===== src/rtl/logic_axi4_stream_packet_splitter.sv =====
// AXI4-Stream packet splitter: caps output packets at MAX_TRANSFERS beats by
// forcing tlast, behind a fully registered 2-entry skid buffer (output
// register + skid register). rx_tready comes straight from the skid flop.
// Optional build macro LOGIC_AXI4_STREAM_PACKET_SPLITTER_STATS_EN adds a
// saturating 32-bit split_total counter port.
module logic_axi4_stream_packet_splitter #(
    parameter int TDATA_BYTES   = 1,
    parameter int TDEST_WIDTH   = 1,
    parameter int TUSER_WIDTH   = 1,
    parameter int TID_WIDTH     = 1,
    parameter int MAX_TRANSFERS = 256
) (
    input  logic                       aclk,
    input  logic                       areset,
    input  logic                       rx_tvalid,
    output logic                       rx_tready,
    input  logic                       rx_tlast,
    input  logic [TDATA_BYTES*8-1:0]   rx_tdata,
    input  logic [TDATA_BYTES-1:0]     rx_tstrb,
    input  logic [TDATA_BYTES-1:0]     rx_tkeep,
    input  logic [TDEST_WIDTH-1:0]     rx_tdest,
    input  logic [TUSER_WIDTH-1:0]     rx_tuser,
    input  logic [TID_WIDTH-1:0]       rx_tid,
    output logic                       tx_tvalid,
    input  logic                       tx_tready,
    output logic                       tx_tlast,
    output logic [TDATA_BYTES*8-1:0]   tx_tdata,
    output logic [TDATA_BYTES-1:0]     tx_tstrb,
    output logic [TDATA_BYTES-1:0]     tx_tkeep,
    output logic [TDEST_WIDTH-1:0]     tx_tdest,
    output logic [TUSER_WIDTH-1:0]     tx_tuser,
    output logic [TID_WIDTH-1:0]       tx_tid,
    output logic                       split
`ifdef LOGIC_AXI4_STREAM_PACKET_SPLITTER_STATS_EN
    ,
    output logic [31:0]                split_total
`endif
);

    localparam int CW = (MAX_TRANSFERS > 1) ? $clog2(MAX_TRANSFERS) : 1;

    typedef struct packed {
        logic                     tlast;
        logic [TDATA_BYTES*8-1:0] tdata;
        logic [TDATA_BYTES-1:0]   tstrb;
        logic [TDATA_BYTES-1:0]   tkeep;
        logic [TDEST_WIDTH-1:0]   tdest;
        logic [TUSER_WIDTH-1:0]   tuser;
        logic [TID_WIDTH-1:0]     tid;
    } beat_t;

    beat_t          rx_beat;
    beat_t          out_q;
    beat_t          skid_q;
    logic           out_valid;
    logic           skid_valid;
    logic [CW-1:0]  beat_count;
    logic           last_out;
    logic           rx_acc;
    logic           out_free;

    assign rx_tready = ~skid_valid;
    assign rx_acc    = rx_tvalid & rx_tready;
    // Output register can take a new beat when empty or being emitted now.
    assign out_free  = ~out_valid | tx_tready;
    assign last_out  = rx_tlast | (beat_count == CW'(MAX_TRANSFERS - 1));

    assign rx_beat.tlast = last_out;
    assign rx_beat.tdata = rx_tdata;
    assign rx_beat.tstrb = rx_tstrb;
    assign rx_beat.tkeep = rx_tkeep;
    assign rx_beat.tdest = rx_tdest;
    assign rx_beat.tuser = rx_tuser;
    assign rx_beat.tid   = rx_tid;

    assign tx_tvalid = out_valid;
    assign tx_tlast  = out_q.tlast;
    assign tx_tdata  = out_q.tdata;
    assign tx_tstrb  = out_q.tstrb;
    assign tx_tkeep  = out_q.tkeep;
    assign tx_tdest  = out_q.tdest;
    assign tx_tuser  = out_q.tuser;
    assign tx_tid    = out_q.tid;

    // Skid buffer: the skid drains first so beat order is preserved; rx can
    // only be accepted while the skid is empty.
    always_ff @(posedge aclk) begin
        if (areset) begin
            out_valid  <= 1'b0;
            skid_valid <= 1'b0;
            out_q      <= '0;
            skid_q     <= '0;
        end else if (out_free) begin
            if (skid_valid) begin
                out_q      <= skid_q;
                out_valid  <= 1'b1;
                skid_valid <= 1'b0;
            end else if (rx_acc) begin
                out_q     <= rx_beat;
                out_valid <= 1'b1;
            end else begin
                out_valid <= 1'b0;
            end
        end else if (rx_acc) begin
            skid_q     <= rx_beat;
            skid_valid <= 1'b1;
        end
    end

    // Per-beat position counter; wraps on every real or forced tlast.
    always_ff @(posedge aclk) begin
        if (areset) begin
            beat_count <= '0;
        end else if (rx_acc) begin
            beat_count <= last_out ? '0 : beat_count + CW'(1);
        end
    end

    // One-cycle pulse after accepting a beat whose tlast was forced.
    always_ff @(posedge aclk) begin
        if (areset) begin
            split <= 1'b0;
        end else begin
            split <= rx_acc & last_out & ~rx_tlast;
        end
    end

`ifdef LOGIC_AXI4_STREAM_PACKET_SPLITTER_STATS_EN
    // Saturating count of split pulses.
    always_ff @(posedge aclk) begin
        if (areset) begin
            split_total <= '0;
        end else if (split && (split_total != 32'hFFFF_FFFF)) begin
            split_total <= split_total + 32'd1;
        end
    end
`endif

endmodule


===== config.mk =====
export PLATFORM = sky130hd
export DESIGN_NAME = logic_axi4_stream_packet_splitter
export DESIGN_NICKNAME = d
export VERILOG_FILES = /design/src/rtl/logic_axi4_stream_packet_splitter.sv
export SDC_FILE = /design/constraint.sdc
export NUM_CORES = 1
export LEC_CHECK = 0
export ABC_AREA = 1
export CAP_MARGIN = 10
export CELL_PAD_IN_SITES_DETAIL_PLACEMENT = 0
export CELL_PAD_IN_SITES_GLOBAL_PLACEMENT = 1
export CORE_UTILIZATION = 40
export DETAILED_ROUTE_END_ITERATION = 12
export DONT_BUFFER_PORTS = 1
export PLACE_DENSITY_LB_ADDON = 0.1
export SLEW_MARGIN = 10
export SYNTH_ARGS = -nofsm -noshare
export SYNTH_HDL_FRONTEND = slang
export SYNTH_SLANG_ARGS = --single-unit

===== constraint.sdc =====
create_clock -name aclk -period 1.6 [get_ports aclk]
set_input_delay 0.24 -clock aclk [delete_from_list [all_inputs] [get_ports aclk]]
set_output_delay 0.24 -clock aclk [all_outputs]
set_load 0.02 [all_outputs]

==> results.json <==
{
  "intPower_mw": 1.40,
  "worstPathMaxFanout": 6,
  "grt_pass1_wl_mm": 6.02,
  "cts_root_buf": "clkbuf_8",
  "die_area_um2": 4550,
  "worst_slew_pin_slew_ns": 0.415,
  "grt.total_usage_pct": 18.1,
  "diodes": 0,
  "wl_met2_mm": 1.75,
  "hpwl_mm": 2.45,
  "start_kind": "register",
  "drt_iter0_drc": 54,
  "floorplan.initialDensity_pct": 42.2,
  "ant_nets": 0,
  "synthArstFlopShare_pct": 0,
  "top_layer": "met4",
  "dr.pass1.iters": 4,
  "p_leak_nw": 0.690,
  "core-area_um2": 4060,
  "path_cells": "ha_1 -> nand2_1 -> nor2_1 -> nand4_1 -> nand2_1 -> nand2_1 -> nand2_4 -> nor2_1",
  "avgRoutedWirePerCell_um": 13.4,
  "die_h_um": 67.4,
  "synth_area_leaders": "dfxtp_1, nand2_1, nor2_1",
  "pwr-share-clk_pct": 33.1,
  "grt_max_degree": 32,
  "io_pins": 35,
  "p_seq_share_pct": 57.6,
  "path_common_cell": "nand2_1",
  "period_needed_ns": 1.46,
  "clk_latency_ns": 0.28,
  "syn_area_um2": 1710,
  "drv_cap": 0,
  "tritoncts": "yes",
  "setup_slack_ns": 0.136,
  "synth_top_area_share_pct": 45.6,
  "slew_headroom_pct": 72.3,
  "ys_seq_area_share_pct": 45.6,
  "wl_met1_mm": 1.53,
  "place_ws_ns": 0.142,
  "ys_top_cells_by_count": "nand2_1, dfxtp_1, nor2_1, o21ai_0, o21ai_1",
  "ir_drop_mv": 0.531,
  "reg2reg_depth": 8,
  "worstSetupPathType": "register to register",
  "slew_violations": 0,
  "synthCells": 210,
  "clock_skew_ns": 0.00125,
  "synth_top_area_cell": "dfxtp_1",
  "ctsLongestPathBuffers": 2,
  "drive_above_1_share_pct": 15.6,
  "gp_congestion": 0.807,
  "critPathLaunch": "beat_count[0]",
  "synth_nets": 229,
  "final.setup.tns_ns": 0,
  "portBuffers": 0,
  "setup_viol": 0,
  "synthFlopType": "dfxtp_1",
  "min_period_over_period_pct": 91.5,
  "antenna_found_initial": 0,
  "power_frac_comb_pct": 9.3,
  "met3_length_um": 159,
  "std_cell_rows": 23,
  "yosysUniqueCellTypes": 34,
  "htreeDepth": 2,
  "hold_start": "areset",
  "p_per_area_nw_per_um2": 1050,
  "fmax_ghz": 0.683,
  "yosys_warnings": 0,
  "area_growth_pct": 5.84,
  "nets": 230,
  "rsz0062_at_grt": "false",
  "path_clk_slew_ns": 0.07,
  "hold_viol": 0,
  "yosys_register_bits": 39,
  "vias_per_cell": 5.12,
  "critPathCaptureType": "register",
  "grt_pass1_vias": 1324,
  "numCtsBuffers": 5,
  "min_path_type": "input port to register",
  "yosysMostFrequentCell": "nand2_1",
  "cpPeakStageDelay_ns": 0.37,
  "required_ns": 1.78,
  "die_x_um": 67.4,
  "power_switching_share_pct": 26.8,
  "ctsHoldBuffers": 0,
  "routed_wl_mm": 3.50,
  "arrival_ns": 1.65,
  "vias": 1341,
  "r2r-start": "beat_count[0]",
  "min_path_cells": 1,
  "route.detailed.drc": 0,
  "cts.sinks": 39,
  "crit_path_top_delay_cell": "dfxtp_1",
  "overflow": 0,
  "p_sw_uw": 512,
  "syn_avg_cell_area_um2": 8.16,
  "status": "complete, no violations",
  "synth_edf_count": 0
}
kinds of logic after synthesis:
group | Yosys count | share of synthesized area (%)
simple gates | 98 | 26.8
fa+ha+maj | 1 | 0.730
flops | 39 | 45.6
compound gates | 48 | 18.0
xor+xnor | 2 | 1.02
buf+inv | 22 | 7.82
cells in the final DEF (no fill, tap or decap), types with 2 or more instances in the layout:
cell type,synthesis,layout
nand2_1,44,44
dfxtp_1,39,39
nor2_1,34,34
o21ai_0,13,13
o21ai_1,11,11
a31oi_1,9,9
inv_1,8,8
o21ai_2,6,6
clkbuf_8,0,5
a31oi_2,4,4
nand3_1,4,4
nand4_1,4,4
buf_4,1,4
nand2_4,2,3
a21oi_1,3,3
nor2_4,2,2
inv_4,2,2
nor3_1,2,2
xor2_1,2,2
clkbuf_1,2,2
state kept, by name (all words and copies together), names as in the netlist:
register and count:
skid_valid 1, tx_tdata 8, beat_count 8, tx_tkeep 1, tx_tuser 1, tx_tdest 1
tx_tlast 1, split 1, skid_q 14, tx_tid 1, tx_tvalid 1, tx_tstrb 1
stage by stage:
step / hold slack (ns) / util [%] / power [mW] / std cells / cell area (um2)
floorplan: 0.309 / - / 1.27 / 210 / 1710
global placement: 0.314 / 42.6 / 1.30 / 254 / 1730
detailed placement: 0.319 / 42.6 / 1.30 / 254 / 1730
CTS: 0.0144 / 44.6 / 1.93 / 262 / 1810
global route: 0.00884 / 44.7 / 2.00 / 262 / 1810
finish: 0.0186 / 44.7 / 1.91 / 262 / 1810
area by class of cell:
class                      instances  area, um2
timing repair buffer               4       30.0
clock inverter                     1       5.00
multi-input combinational        149        803
inverter                          12       55.1
sequential                        39        781
fill                             410       2240
clock buffer                       7       76.3
tap                               50       62.6
power groups by stage:
stage / clock (mW) / sequential, mW / combinational, mW
2_1_floorplan: 0 / 1.11 / 0.160
3_3_place_gp: 0 / 1.12 / 0.176
3_5_place_dp: 0 / 1.12 / 0.179
4_1_cts: 0.648 / 1.10 / 0.180
5_1_grt: 0.693 / 1.11 / 0.204
6_report: 0.631 / 1.10 / 0.178
what timing repair did:
action | in CTS | in global routing
endpoints found under the hold margin | 0 | 0
resized for setup | 0 | 1
endpoints found under the setup margin | 0 | 6
buffers inserted | 0 | 0
final timing paths:
kind,to,slack [ns]
worst min-delay path,beat_count[1],0.02
worst min register to register,beat_count[0],0.49
worst max-delay path,beat_count[5],0.14
worst max register to register,beat_count[5],0.14
worst max-delay path: cells and delay by family (launching register included):
family / cells / cell delay, ns
and+or+nand+nor: 7 / 0.79
adders and majority gates: 1 / 0.18
DFF: 1 / 0.37
metal layers:
metal / up-vias / global-route usage, %
met5: - / 0
met4: 0 / 7.98
met3: 6 / 4.90
met2: 24 / 30.8
met1: 610 / 21.1
li1: 701 / -
Note: power is estimated with default switching activity, not from simulation.
